File: config.mk
export PLATFORM = sky130hd
export DESIGN_NAME = fpnew_slice_out_arbiter_flat
export DESIGN_NICKNAME = d
export VERILOG_FILES = /design/src/rtl/fpnew_slice_out_arbiter_if.sv /design/src/rtl/fpnew_slice_out_arbiter.sv /design/src/flat_wrapper.sv
export SDC_FILE = /design/constraint.sdc
export NUM_CORES = 1
export LEC_CHECK = 0
export CAP_MARGIN = 20
export CORE_MARGIN = 3
export CORE_UTILIZATION = 25
export DETAILED_ROUTE_END_ITERATION = 10
export REMOVE_ABC_BUFFERS = 1
export SYNTH_ARGS = -nofsm -noshare
export SYNTH_HDL_FRONTEND = slang
export SYNTH_SLANG_ARGS = --single-unit
File: constraint.sdc
create_clock -name clk_i -period 13.3 [get_ports clk_i]
set_clock_uncertainty 0.2 [all_clocks]
set_input_delay 3.325 -clock clk_i [delete_from_list [all_inputs] [get_ports clk_i]]
set_output_delay 3.325 -clock clk_i [all_outputs]
set_load 0.01 [all_outputs]
File: src/rtl/fpnew_slice_out_arbiter_if.sv
// Slice-to-output arbiter bus: per-slice result lanes in, one ordered stream out.
// Ports: slave = arbiter side, master = slice/downstream side.
interface fpnew_slice_out_arbiter_if #(
  parameter int NumSlices = 4,
  parameter int Width     = 32,
  parameter int TagWidth  = 1
);
  localparam int SrcW = $clog2(NumSlices);

  logic [NumSlices*Width-1:0]    slice_result_i;
  logic [NumSlices*5-1:0]        slice_status_i;
  logic [NumSlices-1:0]          slice_ext_bit_i;
  logic [NumSlices*TagWidth-1:0] slice_tag_i;
  logic [NumSlices-1:0]          slice_valid_i;
  logic [NumSlices-1:0]          slice_ready_o;
  logic                          flush_i;
  logic [Width-1:0]              result_o;
  logic [4:0]                    status_o;
  logic                          extension_bit_o;
  logic [TagWidth-1:0]           tag_o;
  logic [SrcW-1:0]               src_o;
  logic                          out_valid_o;
  logic                          out_ready_i;
  logic                          busy_o;

  modport slave (
    input  slice_result_i,
    input  slice_status_i,
    input  slice_ext_bit_i,
    input  slice_tag_i,
    input  slice_valid_i,
    output slice_ready_o,
    input  flush_i,
    output result_o,
    output status_o,
    output extension_bit_o,
    output tag_o,
    output src_o,
    output out_valid_o,
    input  out_ready_i,
    output busy_o
  );

  modport master (
    output slice_result_i,
    output slice_status_i,
    output slice_ext_bit_i,
    output slice_tag_i,
    output slice_valid_i,
    input  slice_ready_o,
    output flush_i,
    input  result_o,
    input  status_o,
    input  extension_bit_o,
    input  tag_o,
    input  src_o,
    input  out_valid_o,
    output out_ready_i,
    input  busy_o
  );
endinterface

File: src/rtl/fpnew_slice_out_arbiter.sv
// Round-robin arbiter merging per-slice results into one in-order output FIFO.
// Ports: clk_i, rst_i (async, active-high), bus (slave modport of the _if).
module fpnew_slice_out_arbiter #(
  parameter int NumSlices = 4,
  parameter int Width     = 32,
  parameter int TagWidth  = 1,
  parameter int FifoDepth = 2
) (
  input  logic                         clk_i,
  input  logic                         rst_i,
  fpnew_slice_out_arbiter_if.slave     bus
);
  localparam int SrcW = $clog2(NumSlices);
  localparam int PtrW = $clog2(FifoDepth);
  localparam int CntW = $clog2(FifoDepth + 1);
  localparam logic [CntW-1:0] Full = CntW'(FifoDepth);
  localparam logic [SrcW:0]   NSl  = (SrcW+1)'(NumSlices);

  logic [Width-1:0]    r_res [FifoDepth];
  logic [4:0]          r_st  [FifoDepth];
  logic                r_ext [FifoDepth];
  logic [TagWidth-1:0] r_tag [FifoDepth];
  logic [SrcW-1:0]     r_src [FifoDepth];

  logic [PtrW-1:0] r_wr;
  logic [PtrW-1:0] r_rd;
  logic [CntW-1:0] r_cnt;
  logic [SrcW-1:0] r_rr;

  logic [2*NumSlices-1:0] w_dbl;
  logic                   w_found;
  logic [SrcW-1:0]        w_off;
  logic [SrcW:0]          w_sum;
  logic [SrcW-1:0]        w_win;
  logic                   w_valid;
  logic                   w_pop;
  logic                   w_space;
  logic                   w_push;
  logic [NumSlices-1:0]   w_ready;
  logic [Width-1:0]       w_res;
  logic [4:0]             w_st;
  logic                   w_ext;
  logic [TagWidth-1:0]    w_tag;

  // Rotate valids so the search always starts at r_rr,
  // then map the offset back to an absolute slice index.
  always_comb begin
    w_dbl   = {bus.slice_valid_i, bus.slice_valid_i} >> r_rr;
    w_found = 1'b0;
    w_off   = '0;
    for (int i = 0; i < NumSlices; i++) begin
      if (!w_found && w_dbl[i]) begin
        w_found = 1'b1;
        w_off   = SrcW'(i);
      end
    end
    w_sum = {1'b0, r_rr} + {1'b0, w_off};
    if (w_sum >= NSl) begin
      w_sum = w_sum - NSl;
    end
    w_win = w_sum[SrcW-1:0];
  end

  assign w_valid = (r_cnt != '0);
  assign w_pop   = w_valid & bus.out_ready_i;
  assign w_space = (r_cnt < Full) | w_pop;
  assign w_push  = w_found & w_space & ~bus.flush_i & ~rst_i;

  always_comb begin
    w_res = bus.slice_result_i[int'(w_win)*Width +: Width];
    w_st  = bus.slice_status_i[int'(w_win)*5 +: 5];
    w_ext = bus.slice_ext_bit_i[w_win];
    w_tag = bus.slice_tag_i[int'(w_win)*TagWidth +: TagWidth];
  end

  // Flush drains every slice; the drained data is simply dropped.
  always_comb begin
    w_ready = '0;
    if (rst_i) begin
      w_ready = '0;
    end else if (bus.flush_i) begin
      w_ready = '1;
    end else if (w_push) begin
      w_ready[w_win] = 1'b1;
    end
  end

  always_ff @(posedge clk_i or posedge rst_i) begin
    if (rst_i) begin
      r_cnt <= '0;
      r_wr  <= '0;
      r_rd  <= '0;
      r_rr  <= '0;
    end else if (bus.flush_i) begin
      r_cnt <= '0;
      r_wr  <= '0;
      r_rd  <= '0;
    end else begin
      if (w_push) begin
        r_wr <= r_wr + 1'b1;
        r_rr <= (w_win == SrcW'(NumSlices - 1)) ?
                '0 : w_win + 1'b1;
      end
      if (w_pop) begin
        r_rd <= r_rd + 1'b1;
      end
      unique case ({w_push, w_pop})
        2'b10:   r_cnt <= r_cnt + 1'b1;
        2'b01:   r_cnt <= r_cnt - 1'b1;
        default: r_cnt <= r_cnt;
      endcase
    end
  end

  // Payload storage needs no reset: the count gates its visibility.
  always_ff @(posedge clk_i) begin
    if (w_push) begin
      r_res[r_wr] <= w_res;
      r_st[r_wr]  <= w_st;
      r_ext[r_wr] <= w_ext;
      r_tag[r_wr] <= w_tag;
      r_src[r_wr] <= w_win;
    end
  end

  // Empty (including reset, which clears the count at once)
  // presents zeros instead of stale storage.
  assign bus.result_o        = w_valid ? r_res[r_rd] : '0;
  assign bus.status_o        = w_valid ? r_st[r_rd]  : '0;
  assign bus.extension_bit_o = w_valid ? r_ext[r_rd] : 1'b0;
  assign bus.tag_o           = w_valid ? r_tag[r_rd] : '0;
  assign bus.src_o           = w_valid ? r_src[r_rd] : '0;
  assign bus.out_valid_o     = w_valid;
  assign bus.slice_ready_o   = w_ready;
  assign bus.busy_o          = w_valid | (|bus.slice_valid_i);
endmodule
File: src/flat_wrapper.sv
// flat-port wrapper written by rule: the top's interface ports become plain ports
module fpnew_slice_out_arbiter_flat 
#(
  parameter int NumSlices = 4,
  parameter int Width     = 32,
  parameter int TagWidth  = 1,
  parameter int FifoDepth = 2
)
  (clk_i, rst_i, bus_slice_result_i, bus_slice_status_i, bus_slice_ext_bit_i, bus_slice_tag_i, bus_slice_valid_i, bus_slice_ready_o, bus_flush_i, bus_result_o, bus_status_o, bus_extension_bit_o, bus_tag_o, bus_src_o, bus_out_valid_o, bus_out_ready_i, bus_busy_o);
  fpnew_slice_out_arbiter_if #(.NumSlices(NumSlices), .Width(Width), .TagWidth(TagWidth)) bus_i ();
  input  logic clk_i;
  input  logic rst_i;
  input wire logic [$bits(bus_i.slice_result_i)-1:0] bus_slice_result_i;
  input wire logic [$bits(bus_i.slice_status_i)-1:0] bus_slice_status_i;
  input wire logic [$bits(bus_i.slice_ext_bit_i)-1:0] bus_slice_ext_bit_i;
  input wire logic [$bits(bus_i.slice_tag_i)-1:0] bus_slice_tag_i;
  input wire logic [$bits(bus_i.slice_valid_i)-1:0] bus_slice_valid_i;
  output wire logic [$bits(bus_i.slice_ready_o)-1:0] bus_slice_ready_o;
  input wire logic [$bits(bus_i.flush_i)-1:0] bus_flush_i;
  output wire logic [$bits(bus_i.result_o)-1:0] bus_result_o;
  output wire logic [$bits(bus_i.status_o)-1:0] bus_status_o;
  output wire logic [$bits(bus_i.extension_bit_o)-1:0] bus_extension_bit_o;
  output wire logic [$bits(bus_i.tag_o)-1:0] bus_tag_o;
  output wire logic [$bits(bus_i.src_o)-1:0] bus_src_o;
  output wire logic [$bits(bus_i.out_valid_o)-1:0] bus_out_valid_o;
  input wire logic [$bits(bus_i.out_ready_i)-1:0] bus_out_ready_i;
  output wire logic [$bits(bus_i.busy_o)-1:0] bus_busy_o;
  assign bus_i.slice_result_i = bus_slice_result_i;
  assign bus_i.slice_status_i = bus_slice_status_i;
  assign bus_i.slice_ext_bit_i = bus_slice_ext_bit_i;
  assign bus_i.slice_tag_i = bus_slice_tag_i;
  assign bus_i.slice_valid_i = bus_slice_valid_i;
  assign bus_slice_ready_o = bus_i.slice_ready_o;
  assign bus_i.flush_i = bus_flush_i;
  assign bus_result_o = bus_i.result_o;
  assign bus_status_o = bus_i.status_o;
  assign bus_extension_bit_o = bus_i.extension_bit_o;
  assign bus_tag_o = bus_i.tag_o;
  assign bus_src_o = bus_i.src_o;
  assign bus_out_valid_o = bus_i.out_valid_o;
  assign bus_i.out_ready_i = bus_out_ready_i;
  assign bus_busy_o = bus_i.busy_o;
  fpnew_slice_out_arbiter #(.NumSlices(NumSlices), .Width(Width), .TagWidth(TagWidth), .FifoDepth(FifoDepth)) u_core (.clk_i(clk_i), .rst_i(rst_i), .bus(bus_i));
endmodule
==> results of run 1 <==
==> layout make-up <==
| type | count | area [µm²] |
|---|---|---|
| inverter | 6 | 22.5 |
| clock buffer | 10 | 229 |
| timing repair buffer | 216 | 2160 |
| tap | 229 | 287 |
| clock inverter | 6 | 60.1 |
| sequential | 88 | 2610 |
| fill | 1710 | 10900 |
| multi-input combinational | 177 | 1970 |
==> per-layer routing <==
metal  part of all wire [%]  global-route usage (%)  wire, µm
met1                     40                    13.7      5020
met2                     52                    21.0      6540
met3                    7.5                    3.59       958
met4                    1.3                    3.72       167
met5                   0.10                       0        13
==> power by group through the flow <==
| stage | logic [mW] | registers [mW] | clock network [mW] |
|---|---|---|---|
| after floorplan | 0.404 | 0.472 | 0 |
| after global placement | 0.596 | 0.474 | 0 |
| after detailed placement | 0.617 | 0.476 | 0 |
| after CTS | 0.619 | 0.471 | 0.254 |
| after global routing | 0.658 | 0.476 | 0.264 |
| final | 0.606 | 0.470 | 0.245 |
==> flip-flops by register name, summed over array words and instances (netlist names) <==
name          cells
u_core.r_cnt      2
u_core.r_ext      2
u_core.r_rd       1
u_core.r_res     64
u_core.r_rr       2
u_core.r_src      4
u_core.r_st      10
u_core.r_tag      2
u_core.r_wr       1
==> layout by cell type, fill, tap and decap left out, drive strengths merged, types with 2 or more instances in the layout <==
cell type,count
nor3,2
clkbuf,10
edfxtp,82
a21oi,4
buf,6
ha,2
or4,2
mux2i,41
nor4,3
nor2,55
clkinv,4
o21ai,6
xnor2,4
inv,6
dfrtp,6
clkdlybuf4s50,210
a31oi,2
nand2,5
mux4,39
==> final timing paths <==
check | startpoint | end | slack (ns) | cells after the start
worst max register to register | u_core.r_rr[0] | u_core.r_res[1][11] | 9.67 | 7
worst min-delay path | u_core.r_wr | u_core.r_wr | 0.38 | 1
worst min register to register | u_core.r_wr | u_core.r_wr | 0.38 | 1
worst max-delay path | bus_slice_valid_i[3] | bus_slice_ready_o[2] | 3.11 | 11
max in group asynchronous | rst_i | u_core.r_rd | 9.57 | 2
min in group asynchronous | rst_i | u_core.r_rr[1] | 3.10 | 2
==> per-stage QoR <==
step,util [%],cell area (µm²),std cells
3_5_place_dp,38.6,7060,716
6_report,40.2,7340,732
5_1_grt,40.2,7340,732
2_1_floorplan,-,4570,271
4_1_cts,40.2,7340,732
3_3_place_gp,38.5,7040,715
==> kinds of logic (layout without fill, tap and decap cells) <==
logic type	after synthesis	count (layout)	synth area share, %
buffers and inverters	29	238	3.68
adder cells (fa/ha/maj)	2	2	0.530
multiplexers	80	80	30.4
XOR/XNOR	5	5	1.09
AO/OA/AOI/OAI	18	18	2.49
AND/OR/NAND/NOR	72	72	6.52
flip-flops	88	88	55.3
==> cells in the mapped netlist, types with 2 or more instances <==
| library cell | n | area [µm²] |
|---|---|---|
| sky130_fd_sc_hd__edfxtp_1 | 82 | 2460 |
| sky130_fd_sc_hd__nor2_1 | 55 | 206 |
| sky130_fd_sc_hd__mux2i_1 | 41 | 410 |
| sky130_fd_sc_hd__mux4_1 | 39 | 1020 |
| sky130_fd_sc_hd__clkbuf_1 | 8 | 30.0 |
| sky130_fd_sc_hd__buf_6 | 6 | 67.6 |
| sky130_fd_sc_hd__dfrtp_1 | 6 | 150 |
| sky130_fd_sc_hd__inv_1 | 6 | 22.5 |
| sky130_fd_sc_hd__o21ai_0 | 6 | 30.0 |
| sky130_fd_sc_hd__buf_1 | 5 | 18.8 |
| sky130_fd_sc_hd__nand2_1 | 5 | 18.8 |
| sky130_fd_sc_hd__a21oi_1 | 4 | 20.0 |
| sky130_fd_sc_hd__nor4_1 | 3 | 18.8 |
| sky130_fd_sc_hd__xnor2_1 | 3 | 26.3 |
| sky130_fd_sc_hd__a31oi_1 | 2 | 12.5 |
| sky130_fd_sc_hd__buf_2 | 2 | 10.0 |
| sky130_fd_sc_hd__ha_1 | 2 | 25.0 |
| sky130_fd_sc_hd__nor3_1 | 2 | 10.0 |
==> worst max-delay path, stage by stage <==
cell and delay (ns):
sky130_fd_sc_hd__clkdlybuf4s50_1 0.60, sky130_fd_sc_hd__nor2_1 0.10, sky130_fd_sc_hd__or4_2 0.54, sky130_fd_sc_hd__o2111ai_1 0.10
sky130_fd_sc_hd__ha_2 0.51, sky130_fd_sc_hd__buf_4 0.50, sky130_fd_sc_hd__inv_1 0.10, sky130_fd_sc_hd__ha_1 0.19
sky130_fd_sc_hd__a21oi_1 0.14, sky130_fd_sc_hd__nor2_1 0.06, sky130_fd_sc_hd__clkdlybuf4s50_1 0.47
==> results_dict.tcl, run 1 <==
set metrics [dict create \
    total_standard_cell_area_after_synthesis_um2 4720 \
    p_sw_share_pct 30.5 \
    power_switching_uw 403 \
    fmax_ghz 0.0982 \
    yosys_warnings 0 \
    area_delta_synth_final_pct 55.5 \
    cts.sink_count 88 \
    cts_buffers 9 \
    synth-edff-count 82 \
    wl_mm 12.7 \
    worst_ir_drop_vdd_mv 0.109 \
    postSynthRegisterBits 88 \
    post_synth.cell_area_avg_um2 16.1 \
    drtIter0Drc 111 \
    drt-vias-per-instance 4.61 \
    p_comb_share_pct 45.9 \
    die_area_um2 20600 \
    cellLeakagePower_nw 2.53 \
    drt_drc_violations_left 0 \
    power-per-cell-area_nw_per_um2 180 \
    drt_pass1_iterations 4 \
    post_synth_inst_count 294 \
    dp_slack_ns 3.08 \
    tritoncts_clock_tree "done" \
    core_area_um2 18300 \
    maxSlewViolCount 0 \
    post_synth_num_cell_types 35 \
    clock_insertion_delay_worst_skew_ns 0.33 \
    max_cap_violations 0 \
    total_of_endpoints_with_negative_setup_slack_in_the_final_report 0 \
    vias_in_the_first_global_route 3544 \
    drive_gt1_share_pct 5.77 \
    ys_dominant_reg_cell "sky130_fd_sc_hd__edfxtp_1" \
    synth-async-reset-ratio_pct 6.82 \
    grt_util_all_layers_pct 11.9 \
    wire_length_of_the_first_global_routing_pass_mm 18.7 \
    post-cts-setup-buffers 0 \
    path_max_fanout 29 \
    tns_ns 0 \
    finalCritPeriodShare_pct 76.6 \
    slew_headroom_pct 49.8 \
    internal-power_uw 918 \
    data_required_time_of_the_worst_path_ns 9.77 \
    post_layout_minimum_cycle_time_ns 10.19 \
    number_of_buffers_between_clock_root_and_the_deepest_sink 2 \
    seq_power_share_pct 35.6 \
    detail-route-antenna-nets 0 \
    die_h_um 143 \
    antenna_violations_before_repair 1 \
    max_slew.worst_pin.slew_ns 0.746 \
    final_worst_setup_slack_ns 3.11 \
    cts-hold-fix-buffers 0 \
    cts.clk_slew.worst_paths_ns 0.06 \
    finish.net_count 664 \
    worstPathArrival_ns 6.66 \
    globalRouteOverflowTotal 0 \
    ys_seq_area_share_pct 55.3 \
    rsz_0062_raised_after_global_routing "no" \
    clockRootBuffer "sky130_fd_sc_hd__clkbuf_16" \
    antenna-diode-count 0 \
    total_power_mw 1.32 \
    power.clock.fraction_pct 18.5 \
    worst_hold_margin_ns 0.383 \
    dp_hpwl_mm 9.44 \
    outcome "completed" \
    htree_num_levels 3 \
    total_of_cells_resized_after_clock_tree_synthesis 0 \
    placement.io_buffers 210 \
    largest_net_degree_at_the_start_of_global_routing 42 \
    start_util_pct 25.9 \
    die_w_um 143 \
    route.detailed.wl_per_inst_um 17.3 \
    gp_congestion 0.745 \
    kind_of_start_point_of_the_critical_path "input pin" \
    critPathKind "input pin to primary output" \
    dr_total_vias 3372 \
    crit_path_end_kind "primary output" \
    ios 211 \
    rows 49 \
    final_number_of_hold_violating_endpoints 0 \
    min_delay_worst_type "flop to flop" \
]
No activity file was read; power rests on OpenSTA's default activity.
==> run 2, diff against run 1 <==
==> constraint.sdc (replaced) <==
create_clock -name clk_i -period 8.8 [get_ports clk_i]
set_clock_uncertainty 0.2 [all_clocks]
set_input_delay 2.2 -clock clk_i [delete_from_list [all_inputs] [get_ports clk_i]]
set_output_delay 2.2 -clock clk_i [all_outputs]
set_load 0.01 [all_outputs]
==> run 2 against run 1 <==
Effect of this change:
- global-route usage is 0.43 points higher
- highest routed layer unchanged
- first-iteration DRC count is 11% higher
- critical path depth unchanged
==> results_dict.tcl, run 2 (same netlist as run 1, synthesis figures left out) <==
set metrics [dict create \
    largest_net_degree_at_the_start_of_global_routing 44 \
    dp_hpwl_mm 9.49 \
    tritoncts_clock_tree "done" \
    critical_path.cell_chain "clkdlybuf4s50_1, nor2_1, or4_2, o2111ai_1, ha_2, xnor2_1, xnor2_4, ha_1, a21oi_1, nor2_1, clkdlybuf4s50_1" \
    placement.io_buffers 210 \
    cellLeakagePower_nw 2.53 \
    number_of_buffers_between_clock_root_and_the_deepest_sink 2 \
    max_slew.worst_pin.slew_ns 0.836 \
    critical_path.top_delay_family "buffers and inverters" \
    drt_pass1_iterations 4 \
    layout_common_cells "sky130_fd_sc_hd__clkdlybuf4s50_1, sky130_fd_sc_hd__edfxtp_1, sky130_fd_sc_hd__nor2_1" \
    outcome "completed" \
    post-cts-setup-buffers 0 \
    drt-vias-per-instance 4.67 \
    start_util_pct 25.9 \
    dr_total_vias 3422 \
    drive_gt1_share_pct 5.96 \
    power-per-cell-area_nw_per_um2 274 \
    worst_ir_drop_vdd_mv 0.212 \
    drt_drc_violations_left 0 \
    worst_path_buffer_plus_inverter_count 2 \
    post-place-cells 715 \
    worstPathArrival_ns 5.52 \
    crit_path_max_incr_delay_ns 0.64 \
    final_common_cell "sky130_fd_sc_hd__clkdlybuf4s50_1" \
    cts.clk_slew.worst_paths_ns 0.06 \
    grt_util_all_layers_pct 12.3 \
    die_area_um2 20600 \
    crit_path_end_kind "primary output" \
    cts-hold-fix-buffers 0 \
    data_required_time_of_the_worst_path_ns 6.40 \
    die_w_um 143 \
    area_delta_synth_final_pct 55.7 \
    tns_ns 0 \
    route.detailed.wl_per_inst_um 18.0 \
    largest_registers "u_core.r_res x64, u_core.r_st x10, u_core.r_src x4" \
    detail-route-antenna-nets 0 \
    fmax_ghz 0.126 \
    regMostFlops "u_core.r_res" \
    finalCritPeriodShare_pct 90.0 \
    wl_mm 13.1 \
    final-instance-count-excl-fill 732 \
    wire_length_of_the_first_global_routing_pass_mm 19.3 \
    final_core_util_pct 40.2 \
    kind_of_start_point_of_the_critical_path "input pin" \
    globalRouteOverflowTotal 0 \
    path_max_fanout 21 \
    rows 49 \
    critPathKind "input pin to primary output" \
    slew_headroom_pct 43.8 \
    max_cap_violations 0 \
    total_of_cells_resized_after_clock_tree_synthesis 0 \
    ios 211 \
    cts_buffers 9 \
    htree_num_levels 3 \
    antenna_violations_before_repair 3 \
    finish.net_count 664 \
    core_area_um2 18300 \
    clockRootBuffer "sky130_fd_sc_hd__clkbuf_16" \
    clock_insertion_delay_worst_skew_ns 0.34 \
    post_layout_minimum_cycle_time_ns 7.92 \
    crit_slowest_cell "sky130_fd_sc_hd__xnor2_4" \
    final_number_of_hold_violating_endpoints 0 \
    total_of_endpoints_with_negative_setup_slack_in_the_final_report 0 \
    nFillCells 1686 \
    die_h_um 143 \
    antenna-diode-count 0 \
    gp_congestion 0.772 \
    vias_in_the_first_global_route 3664 \
    largest_register_ff_count 64 \
    cts.sink_count 88 \
    rsz_0062_raised_after_global_routing "no" \
    drtIter0Drc 123 \
    min_delay_worst_type "flop to flop" \
    maxSlewViolCount 0 \
]
[run 2: cell count changes in the layout (fill, tap and decap cells not counted)]
cell                         previous run  this run
sky130_fd_sc_hd__clkinv_2               2         1
sky130_fd_sc_hd__clkbuf_1               1         0
sky130_fd_sc_hd__inv_6                  0         1
sky130_fd_sc_hd__clkinvlp_4             1         2
[run 2: worst paths after layout]
path	from	end	slack [ns]	cells after the start
min in group asynchronous	rst_i	u_core.r_cnt[0]	2.02	2
max in group asynchronous	rst_i	u_core.r_rd	6.13	2
worst min register to register	u_core.r_wr	u_core.r_wr	0.36	1
worst min-delay path	u_core.r_wr	u_core.r_wr	0.36	1
worst max register to register	u_core.r_rr[0]	u_core.r_st[0][2]	5.16	7
worst max-delay path	bus_slice_valid_i[3]	bus_slice_ready_o[2]	0.88	11
[run 2: worst reg2reg max path, stage by stage (launching register included)]
cell and delay [ns]:
sky130_fd_sc_hd__dfrtp_1 0.51, sky130_fd_sc_hd__or4_2 0.70, sky130_fd_sc_hd__o2111ai_1 0.11, sky130_fd_sc_hd__ha_2 0.21, sky130_fd_sc_hd__xnor2_1 0.15, sky130_fd_sc_hd__xnor2_4 0.64, sky130_fd_sc_hd__buf_4 0.43, sky130_fd_sc_hd__mux4_1 0.42
[run 2: power breakdown]
part | total [mW] | internal, mW | switching (mW)
registers | 0.711 | 0.679 | 0.0325
logic | 0.925 | 0.491 | 0.433
clock network | 0.378 | 0.220 | 0.158
total | 2.01 | 1.39 | 0.624
[run 2: routing by layer]
layer	vias up	global-route usage, %	share of wire (%)
met4	6	4.51	1.7
met2	143	21.6	51
li1	1602	-	-
met1	1649	14.1	40
met5	-	0	0.24
met3	22	3.76	7.5
[run 2: layout make-up]
type                    instances  area [µm²]  share of cell area [%]
clock inverters                 7        71.3                   0.970
repair buffers                216        2160                    29.4
clock buffers                   9         225                    3.06
inverters                       6        22.5                   0.306
well taps                     229         287                    3.90
flip-flops and latches         88        2610                    35.6
multi-input cells             177        1970                    26.8
[run 2: through the flow]
step	power, mW	hold slack [ns]	instance area [µm²]	setup slack, ns
floorplan	1.33	0.262	4570	1.54
global placement	1.62	0.337	7040	0.922
global route	2.13	0.380	7350	0.659
CTS	2.05	0.366	7330	0.845
finish	2.01	0.365	7350	0.879
detailed placement	1.66	0.358	7040	0.855
